[src/rtl/complete_stage_pkg.sv]
// Shared types for the complete stage: FU result packets and the CDB, PRF and ROB views of them.
package complete_stage_pkg;

  localparam int XLEN         = 32;
  localparam int PR_IDX_W     = 6;
  localparam int ROB_IDX_W    = 5;
  localparam int DEF_CQ_DEPTH = 4;
  localparam int DEF_NUM_IN   = 2;

  typedef struct packed {
    logic                 valid;
    logic [PR_IDX_W-1:0]  pr_idx;
    logic [XLEN-1:0]      dest_value;
    logic [ROB_IDX_W-1:0] rob_idx;
    logic                 take_branch;
    logic [XLEN-1:0]      target_pc;
  } FU_COMPLETE_PACKET;

  typedef struct packed {
    logic                 valid;
    logic [PR_IDX_W-1:0]  pr_idx;
    logic [ROB_IDX_W-1:0] rob_idx;
  } CDB_PACKET;

  typedef struct packed {
    logic [PR_IDX_W-1:0] idx;
    logic [XLEN-1:0]     value;
  } FU_PRF_PACKET;

  typedef struct packed {
    logic                 valid;
    logic [ROB_IDX_W-1:0] rob_idx;
    logic                 take_branch;
    logic [XLEN-1:0]      target_pc;
  } COMPLETE_ROB_PACKET;

  // Physical register 0 is the "no destination" marker.
  function automatic logic has_dest(input FU_COMPLETE_PACKET p);
    return p.pr_idx != '0;
  endfunction

endpackage

[src/rtl/complete_stage_if.sv]
// Bundle between the FU/LSU side and the complete stage, including its CDB/PRF/ROB outputs.
interface complete_stage_if
  import complete_stage_pkg::*;
#(
  parameter int CQ_DEPTH = DEF_CQ_DEPTH,
  parameter int NUM_IN   = DEF_NUM_IN
);
  FU_COMPLETE_PACKET                 fu_complete_in [NUM_IN];
  logic                              squash;
  CDB_PACKET                         cdb_out;
  FU_PRF_PACKET                      complete_prf_out;
  COMPLETE_ROB_PACKET                complete_rob_out;
  logic                              stall_complete;
  logic [$clog2(CQ_DEPTH+1)-1:0]     cq_count;
  logic                              overflow_err;

  modport master (
    output fu_complete_in, squash,
    input  cdb_out, complete_prf_out, complete_rob_out, stall_complete, cq_count, overflow_err
  );

  modport slave (
    input  fu_complete_in, squash,
    output cdb_out, complete_prf_out, complete_rob_out, stall_complete, cq_count, overflow_err
  );
endinterface

[src/rtl/complete_queue.sv]
// Multi-write, single-read circular buffer; reports which input lanes found space this cycle.
module complete_queue
  import complete_stage_pkg::*;
#(
  parameter  int DEPTH  = DEF_CQ_DEPTH,
  parameter  int NUM_IN = DEF_NUM_IN,
  localparam int PTR_W  = $clog2(DEPTH),
  localparam int CNT_W  = $clog2(DEPTH + 1)
) (
  input  logic              clock,
  input  logic              reset,
  input  logic              flush,
  input  FU_COMPLETE_PACKET wr_pkt [NUM_IN],
  output FU_COMPLETE_PACKET head_pkt,
  output logic [CNT_W-1:0]  count,
  output logic [NUM_IN-1:0] accepted
);

  FU_COMPLETE_PACKET entries [DEPTH];
  logic [PTR_W-1:0]  head, tail;
  logic [PTR_W-1:0]  wr_idx [NUM_IN];
  logic [CNT_W-1:0]  n_enq;
  logic              deq;

  assign deq      = (count != '0) && !flush;
  assign head_pkt = entries[head];

  // Space counts the slot freed by this cycle's dequeue; lanes claim slots in lane order.
  always_comb begin
    int space;
    int used;
    space    = DEPTH - int'(count) + int'(deq);
    used     = 0;
    accepted = '0;
    for (int i = 0; i < NUM_IN; i++) begin
      wr_idx[i] = tail + PTR_W'(used);
      if (wr_pkt[i].valid && !flush && used < space) begin
        accepted[i] = 1'b1;
        used++;
      end
    end
    n_enq = CNT_W'(used);
  end

  always_ff @(posedge clock) begin
    if (reset) begin
      head  <= '0;
      tail  <= '0;
      count <= '0;
      // NOTE: the entry array is cleared on reset too, so the head slot never holds stale data.
      for (int i = 0; i < DEPTH; i++) entries[i] <= '0;
    end else if (flush) begin
      head  <= tail;
      count <= '0;
    end else begin
      for (int i = 0; i < NUM_IN; i++)
        if (accepted[i]) entries[wr_idx[i]] <= wr_pkt[i];
      head  <= head + PTR_W'(deq);
      tail  <= tail + PTR_W'(n_enq);
      count <= count + n_enq - CNT_W'(deq);
    end
  end

endmodule

[src/rtl/complete_stage.sv]
// Complete stage: buffers FU/LSU results and retires one per cycle onto the CDB, PRF and ROB.
module complete_stage
  import complete_stage_pkg::*;
#(
  parameter int CQ_DEPTH = DEF_CQ_DEPTH,
  parameter int NUM_IN   = DEF_NUM_IN
) (
  input logic             clock,
  input logic             reset,
  complete_stage_if.slave cq
);

  localparam int CNT_W = $clog2(CQ_DEPTH + 1);

  FU_COMPLETE_PACKET head_pkt;
  logic [CNT_W-1:0]  count;
  logic [NUM_IN-1:0] accepted;
  logic [NUM_IN-1:0] lane_valid;
  logic              show;

  complete_queue #(.DEPTH(CQ_DEPTH), .NUM_IN(NUM_IN)) u_queue (
    .clock    (clock),
    .reset    (reset),
    .flush    (cq.squash),
    .wr_pkt   (cq.fu_complete_in),
    .head_pkt (head_pkt),
    .count    (count),
    .accepted (accepted)
  );

  always_comb begin
    lane_valid = '0;
    for (int i = 0; i < NUM_IN; i++) lane_valid[i] = cq.fu_complete_in[i].valid;
  end

  assign show = (count != '0) && !cq.squash && !reset;

  always_comb begin
    // NOTE: zero defaults first keep idle and squashed cycles clean and prevent inferred latches.
    cq.cdb_out          = '0;
    cq.complete_prf_out = '0;
    cq.complete_rob_out = '0;
    if (show) begin
      cq.complete_rob_out = '{valid: 1'b1, rob_idx: head_pkt.rob_idx,
                              take_branch: head_pkt.take_branch, target_pc: head_pkt.target_pc};
      if (has_dest(head_pkt)) begin
        cq.cdb_out          = '{valid: 1'b1, pr_idx: head_pkt.pr_idx, rob_idx: head_pkt.rob_idx};
        cq.complete_prf_out = '{idx: head_pkt.pr_idx, value: head_pkt.dest_value};
      end
    end
  end

  // Conservative: the dequeue happening this cycle is not credited to upstream.
  assign cq.stall_complete = (CQ_DEPTH - int'(count)) < NUM_IN;
  assign cq.cq_count       = count;

  always_ff @(posedge clock) begin
    if (reset)
      cq.overflow_err <= 1'b0;
    else if (!cq.squash && (lane_valid & ~accepted) != '0)
      cq.overflow_err <= 1'b1;
  end

endmodule

[src/flat_wrapper.sv]
// flat-port wrapper written by rule: the top's interface ports become plain ports
module complete_stage_flat import complete_stage_pkg::*;
#(
  parameter int CQ_DEPTH = DEF_CQ_DEPTH,
  parameter int NUM_IN   = DEF_NUM_IN
)
  (clock, reset, cq_fu_complete_in, cq_squash, cq_cdb_out, cq_complete_prf_out, cq_complete_rob_out, cq_stall_complete, cq_cq_count, cq_overflow_err);
  complete_stage_if #(.CQ_DEPTH(CQ_DEPTH), .NUM_IN(NUM_IN)) cq_i ();
  input logic clock;
  input logic reset;
  input wire logic [$bits(cq_i.fu_complete_in)-1:0] cq_fu_complete_in;
  input wire logic [$bits(cq_i.squash)-1:0] cq_squash;
  output wire logic [$bits(cq_i.cdb_out)-1:0] cq_cdb_out;
  output wire logic [$bits(cq_i.complete_prf_out)-1:0] cq_complete_prf_out;
  output wire logic [$bits(cq_i.complete_rob_out)-1:0] cq_complete_rob_out;
  output wire logic [$bits(cq_i.stall_complete)-1:0] cq_stall_complete;
  output wire logic [$bits(cq_i.cq_count)-1:0] cq_cq_count;
  output wire logic [$bits(cq_i.overflow_err)-1:0] cq_overflow_err;
  assign cq_i.fu_complete_in = {>>{cq_fu_complete_in}};
  assign cq_i.squash = cq_squash;
  assign cq_cdb_out = cq_i.cdb_out;
  assign cq_complete_prf_out = cq_i.complete_prf_out;
  assign cq_complete_rob_out = cq_i.complete_rob_out;
  assign cq_stall_complete = cq_i.stall_complete;
  assign cq_cq_count = cq_i.cq_count;
  assign cq_overflow_err = cq_i.overflow_err;
  complete_stage #(.CQ_DEPTH(CQ_DEPTH), .NUM_IN(NUM_IN)) u_core (.clock(clock), .reset(reset), .cq(cq_i));
endmodule
[config.mk]
export PLATFORM = sky130hd
export DESIGN_NAME = complete_stage_flat
export DESIGN_NICKNAME = d
export VERILOG_FILES = /design/src/rtl/complete_stage_pkg.sv /design/src/rtl/complete_stage_if.sv /design/src/rtl/complete_queue.sv /design/src/rtl/complete_stage.sv /design/src/flat_wrapper.sv
export SDC_FILE = /design/constraint.sdc
export NUM_CORES = 1
export LEC_CHECK = 0
export ABC_AREA = 1
export BUFFER_PORTS_ARGS = -buffer_cell sky130_fd_sc_hd__buf_2
export CAP_MARGIN = 20
export CORE_MARGIN = 10
export CORE_UTILIZATION = 41
export CTS_CLUSTER_DIAMETER = 120
export DETAILED_ROUTE_END_ITERATION = 8
export PLACE_DENSITY = 0.63
export SLEW_MARGIN = 15
export SYNTH_ARGS = -nofsm -noshare
export SYNTH_HDL_FRONTEND = slang
export SYNTH_SLANG_ARGS = --single-unit
[constraint.sdc]
create_clock -name clock -period 8.55 [get_ports clock]
set_clock_uncertainty 0.2 [all_clocks]
set_input_delay 0.855 -clock clock [delete_from_list [all_inputs] [get_ports clock]]
set_output_delay 0.855 -clock clock [all_outputs]
set_load 0.05 [all_outputs]
* Yosys cells after proc, flatten, opt, wreduce, memory -nomap -nowiden
Memory sizes are Yosys's and may differ from the RTL's. A register that Yosys moved wholly into a read port is not among the register bits.
Index checks and enable logic that the tools add are counted.
** Word-level totals
- Bits in registers :: 8
- Memory bits (writable) :: 308
- Logic and storage cells :: 60
- Memories :: 1
** Cells by class
- $add $sub $neg :: 8
- Order comparisons :: 3
- Muxes and demuxes :: 27
- Bitwise gates (word level) :: 2
- Reductions and logical operators :: 15
** Memories
- u_core.u_queue.entries :: depth 4, bits a word 77, read ports 1, clocked after Yosys merged registers in 1, wr ports 4, line complete_queue.sv:19 : FU_COMPLETE_PACKET entries [DEPTH];
** Operator list (count)
- 77-bit two-way mux :: 2
- 77-bit OR reduction :: 2
- 38-bit two-way mux :: 2
- 39-bit two-way mux :: 1
- 32-bit by 2-bit adder with 32-bit output :: 1
- 1-bit by 32-bit < comparator with 1-bit output (first input constant) :: 1
- 32-bit by 3-bit < comparator with 1-bit output (second input constant) :: 1
- 32-bit < comparator :: 1
- 12-bit two-way mux :: 2
- 1-bit two-way mux :: 15
- 2-bit two-way mux :: 4
- 1-bit logical AND :: 7
- 6-bit nonzero test :: 1
- 2-bit adder :: 2
- 3-bit by 3-bit subtractor with 4-bit output (first input constant) :: 1
- 3-bit adder :: 1
- 3-bit two-way mux :: 1
- 3-bit nonzero test :: 1
- 3-bit by 1-bit subtractor with 3-bit output :: 1
- 1-bit by 1-bit adder with 2-bit output (second input constant) :: 1
- 2-bit by 1-bit adder with 2-bit output :: 1
- 2-bit bitwise AND :: 1
- 1-bit logical NOT :: 2
- 2-bit inverter :: 1
- other kinds (2) :: 2

* Depth between registers and ports, before layout
- Depth in word-level cells :: 15
- Depth in mapped cells :: 25

* Modules after synthesis
A second synthesis with hierarchy kept.
** Unflattened totals
- Cells, all modules :: 2482
- Area total of the unflattened synthesis :: 18739.2 um^2
** Modules (own cells, without submodules)
- complete_queue :: times used 1, cells an instance 2284, area an instance 17785.8 um^2
- complete_stage :: times used 1, cells an instance 198, area an instance 953.4 um^2

* Least setup slack after synthesis
Ideal clock, no wire load.
- Kind :: register -> register
- Start :: register u_core.u_queue.count[0]
- End :: memory u_core.u_queue.entries[3][0] in the netlist's numbering, enable pin
- Setup time :: 0.530 ns
- Arrival :: 7.268 ns
- Required time :: 7.820 ns
- Path slack :: 0.551 ns
- Cell stages (with the launch flop) :: 22
- Path buffers :: 2
- Clock period less this slack :: 7.999 ns
- Cells stage by stage :: dfxtp_1 > inv_1 > ha_1 > ha_1 > nor2_1 > ha_1 > nand4_1 > ha_1 > nand2_1 > inv_1 > nand2_1 > nor2_1 > nand3_2 > nand3_4 > inv_1 > ha_1 > inv_1 > nor2_1 > inv_2 > buf_2 > buf_2 > o211ai_1
** RTL lines
- from (decl) :: line complete_queue.sv:15 : output logic [CNT_W-1:0] count,
- from (signal assigned) :: line complete_queue.sv:60 : count <= count + n_enq - CNT_W'(deq);
- to (decl) :: line complete_queue.sv:19

==> impl_metrics.json <==
{
  "status": "complete, no violations",
  "cts_tree": "done",
  "portBuffers": 250,
  "ys_seq_elements": 312,
  "dr.pass1.iters": 6,
  "drt-met1-wl_mm": 29.2,
  "p_sw_frac": 0.410,
  "route.met2.wl_mm": 35.5,
  "vias_per_cell": 5.95,
  "finish.utilization": 0.460,
  "arrival_ns": 4.64,
  "cts_buffer_depth": 3,
  "area_delta_synth_final_pct": 10.2,
  "place.gp.congestion": 0.874,
  "drv_slew": 0,
  "stdcell_count": 3216,
  "yosys_warnings": 0,
  "final_area_um2": 23200,
  "final_hold_viol_count": 0,
  "synth-seq-area-share": 0.442,
  "p_leak_nw": 9.31,
  "syn_avg_cell_area_um2": 8.58,
  "async_flop_share": 0,
  "setup.worst_path.class": "reg2out",
  "finalCritPeriodShare": 0.666,
  "place_area_um2": 22000,
  "ys_types": 37,
  "io_pins": 251,
  "worstMarginPinSlew_ns": 1.19,
  "overflow": 0,
  "clkPwrFrac": 0.288,
  "cp_data_required_time_ns": 7.50,
  "clkTransAtPathRegs_ns": 0.06,
  "rows": 82,
  "fin_crit_ns": 5.69,
  "wl_met3_mm": 7.05,
  "yosysTopAreaCell": "edfxtp_1",
  "synth-main-ff-cell": "edfxtp_1",
  "post-place-cells": 3146,
  "drt_iter0_drc": 2337,
  "coreArea_um2": 50400,
  "netlist_area_um2": 21000,
  "yosysTopAreaCellShare": 0.434,
  "cts_resized": 0,
  "final_nets": 2689,
  "top_layer": "met5",
  "cp-end-kind": "output port",
  "syn_inst": 2449,
  "cts_buffers": 38,
  "tns_ns": 0,
  "powerDensity_nw_per_um2": 227,
  "grt_pass1_vias": 18600,
  "antenna_found_initial": 6,
  "die_area_um2": 60700,
  "rsz0062_at_grt": "no",
  "total_power_mw": 5.25,
  "hold_buffers": 0,
  "cts-root-buf": "clkbuf_16",
  "grt_max_degree": 261,
  "grt_use_total": 0.233,
  "routedWlPerCell_um": 22.9,
  "vias": 19100,
  "fp.dieW_um": 246,
  "cp_max_fo": 67,
  "startpoint_type": "register",
  "pwr-share-seq": 0.374,
  "wl_mm": 73.7,
  "ant_nets": 0,
  "vdd_drop_max_uv": 141,
  "hp-class": "reg2reg",
  "dp_hpwl_mm": 40.4,
  "p_int_mw": 3.10,
  "clk-insertion-delay-late_ns": 0.56,
  "p_comb_frac": 0.337,
  "fmax_mhz": 176,
  "drc": 0,
  "drive_gt1_frac": 0.220,
  "slew-limit-headroom": 0.205,
  "synth_area_leaders": "edfxtp_1 43%, nand3_1 13%, o21bai_2 11%, nand2_1 7.8%, nor2_1 5.4%",
  "htree_num_levels": 2,
  "final_common_cell": "nand3_1",
  "postCtsSetupRepairBufs": 0,
  "synth_edf_count": 304,
  "p_sw_mw": 2.15,
  "maxCapViolCount": 0,
  "synth_nets": 2623,
  "grt_pass1_wl_mm": 112,
  "setup_viol": 0,
  "fp.dieH_um": 246,
  "cts_sinks": 312,
  "initial_core_util": 0.417,
  "final_cell_mix": "537 x nand3_1, 437 x nand2_1, 304 x edfxtp_1"
}
worst max-delay path, stage by stage, from the launching register on:
cell	delay, ns
dfxtp_4	0.99
clkinv_2	0.83
buf_4	0.60
a21oi_1	0.22
a32o_1	0.19
nand3_1	0.10
nand2_2	0.67
a21oi_1	0.11
buf_2	0.26
metrics by stage:
step	setup slack [ns]	hold slack (ns)
CTS	2.83	0.403
finish	2.86	0.399
floorplan	0.551	0.328
global placement	3.27	0.391
global route	2.51	0.431
detailed placement	3.15	0.396
final timing paths:
path | endpoint | from | cells past startpoint | slack [ns]
setup / recovery | cq_complete_prf_out[3] | u_core.u_queue.head[1] | 8 | 2.86
hold / removal | u_core.u_queue.head[0] | u_core.u_queue.tail[0] | 2 | 0.40
setup reg to reg | u_core.u_queue.entries[0][19] | u_core.u_queue.count[0] | 22 | 3.23
hold reg to reg | u_core.u_queue.head[0] | u_core.u_queue.tail[0] | 2 | 0.40
sequential cells by signal (all words and copies together) (netlist names):
signal / count
u_core.cq.overflow_err: 1
u_core.u_queue.count: 3
u_core.u_queue.entries: 304
u_core.u_queue.head: 2
u_core.u_queue.tail: 2
routing by layer:
layer / global-route usage / up-vias
li1: - / 8670
met1: 0.299 / 9294
met2: 0.381 / 1037
met3: 0.0488 / 142
met4: 0.0806 / 6
met5: 0 / -
power groups by stage:
stage               Clock, mW  Combinational, mW  Sequential, mW
finish                   1.51               1.77            1.96
global route             1.59               1.89            1.98
CTS                      1.53               1.74            1.96
detailed placement          0               1.74            1.99
global placement            0               1.71            2.00
floorplan                   0               1.23            1.99
cells in the mapped netlist, types with 2 or more instances:
library cell and number:
nand3_1 537, nand2_1 438, edfxtp_1 304, nor2_1 301
o21bai_2 200, o21ai_0 132, clkbuf_1 118, o21bai_1 105
a21oi_1 84, buf_6 60, buf_1 39, buf_2 27
inv_1 26, ha_1 16, a32o_1 11, buf_4 9
dfxtp_1 8, inv_2 7, nand4_1 4, o21ai_1 3
clkinv_1 2, nand3_4 2, xnor2_1 2
cell type report:
| cell class | instances | area (um2) |
|---|---|---|
| sequential | 312 | 9300 |
| clock inverter | 19 | 130 |
| inverter | 35 | 145 |
| tap | 672 | 841 |
| multi-input combinational | 1847 | 10200 |
| clock buffer | 47 | 985 |
| fill | 4819 | 27200 |
| antenna | 3 | 7.51 |
| timing repair buffer | 281 | 1570 |
cells by family (layout without fill, tap and decap cells):
kind of cell / after synthesis / in the layout / synth area share
simple gates: 1291 / 1291 / 0.266
fa+ha+maj: 17 / 17 / 0.0105
buf+inv: 290 / 382 / 0.0775
flops: 312 / 312 / 0.442
compound gates: 537 / 537 / 0.203
other cells: 0 / 3 / 0
xor+xnor: 2 / 2 / 0.000834
Note: power is estimated with default switching activity, not from simulation.
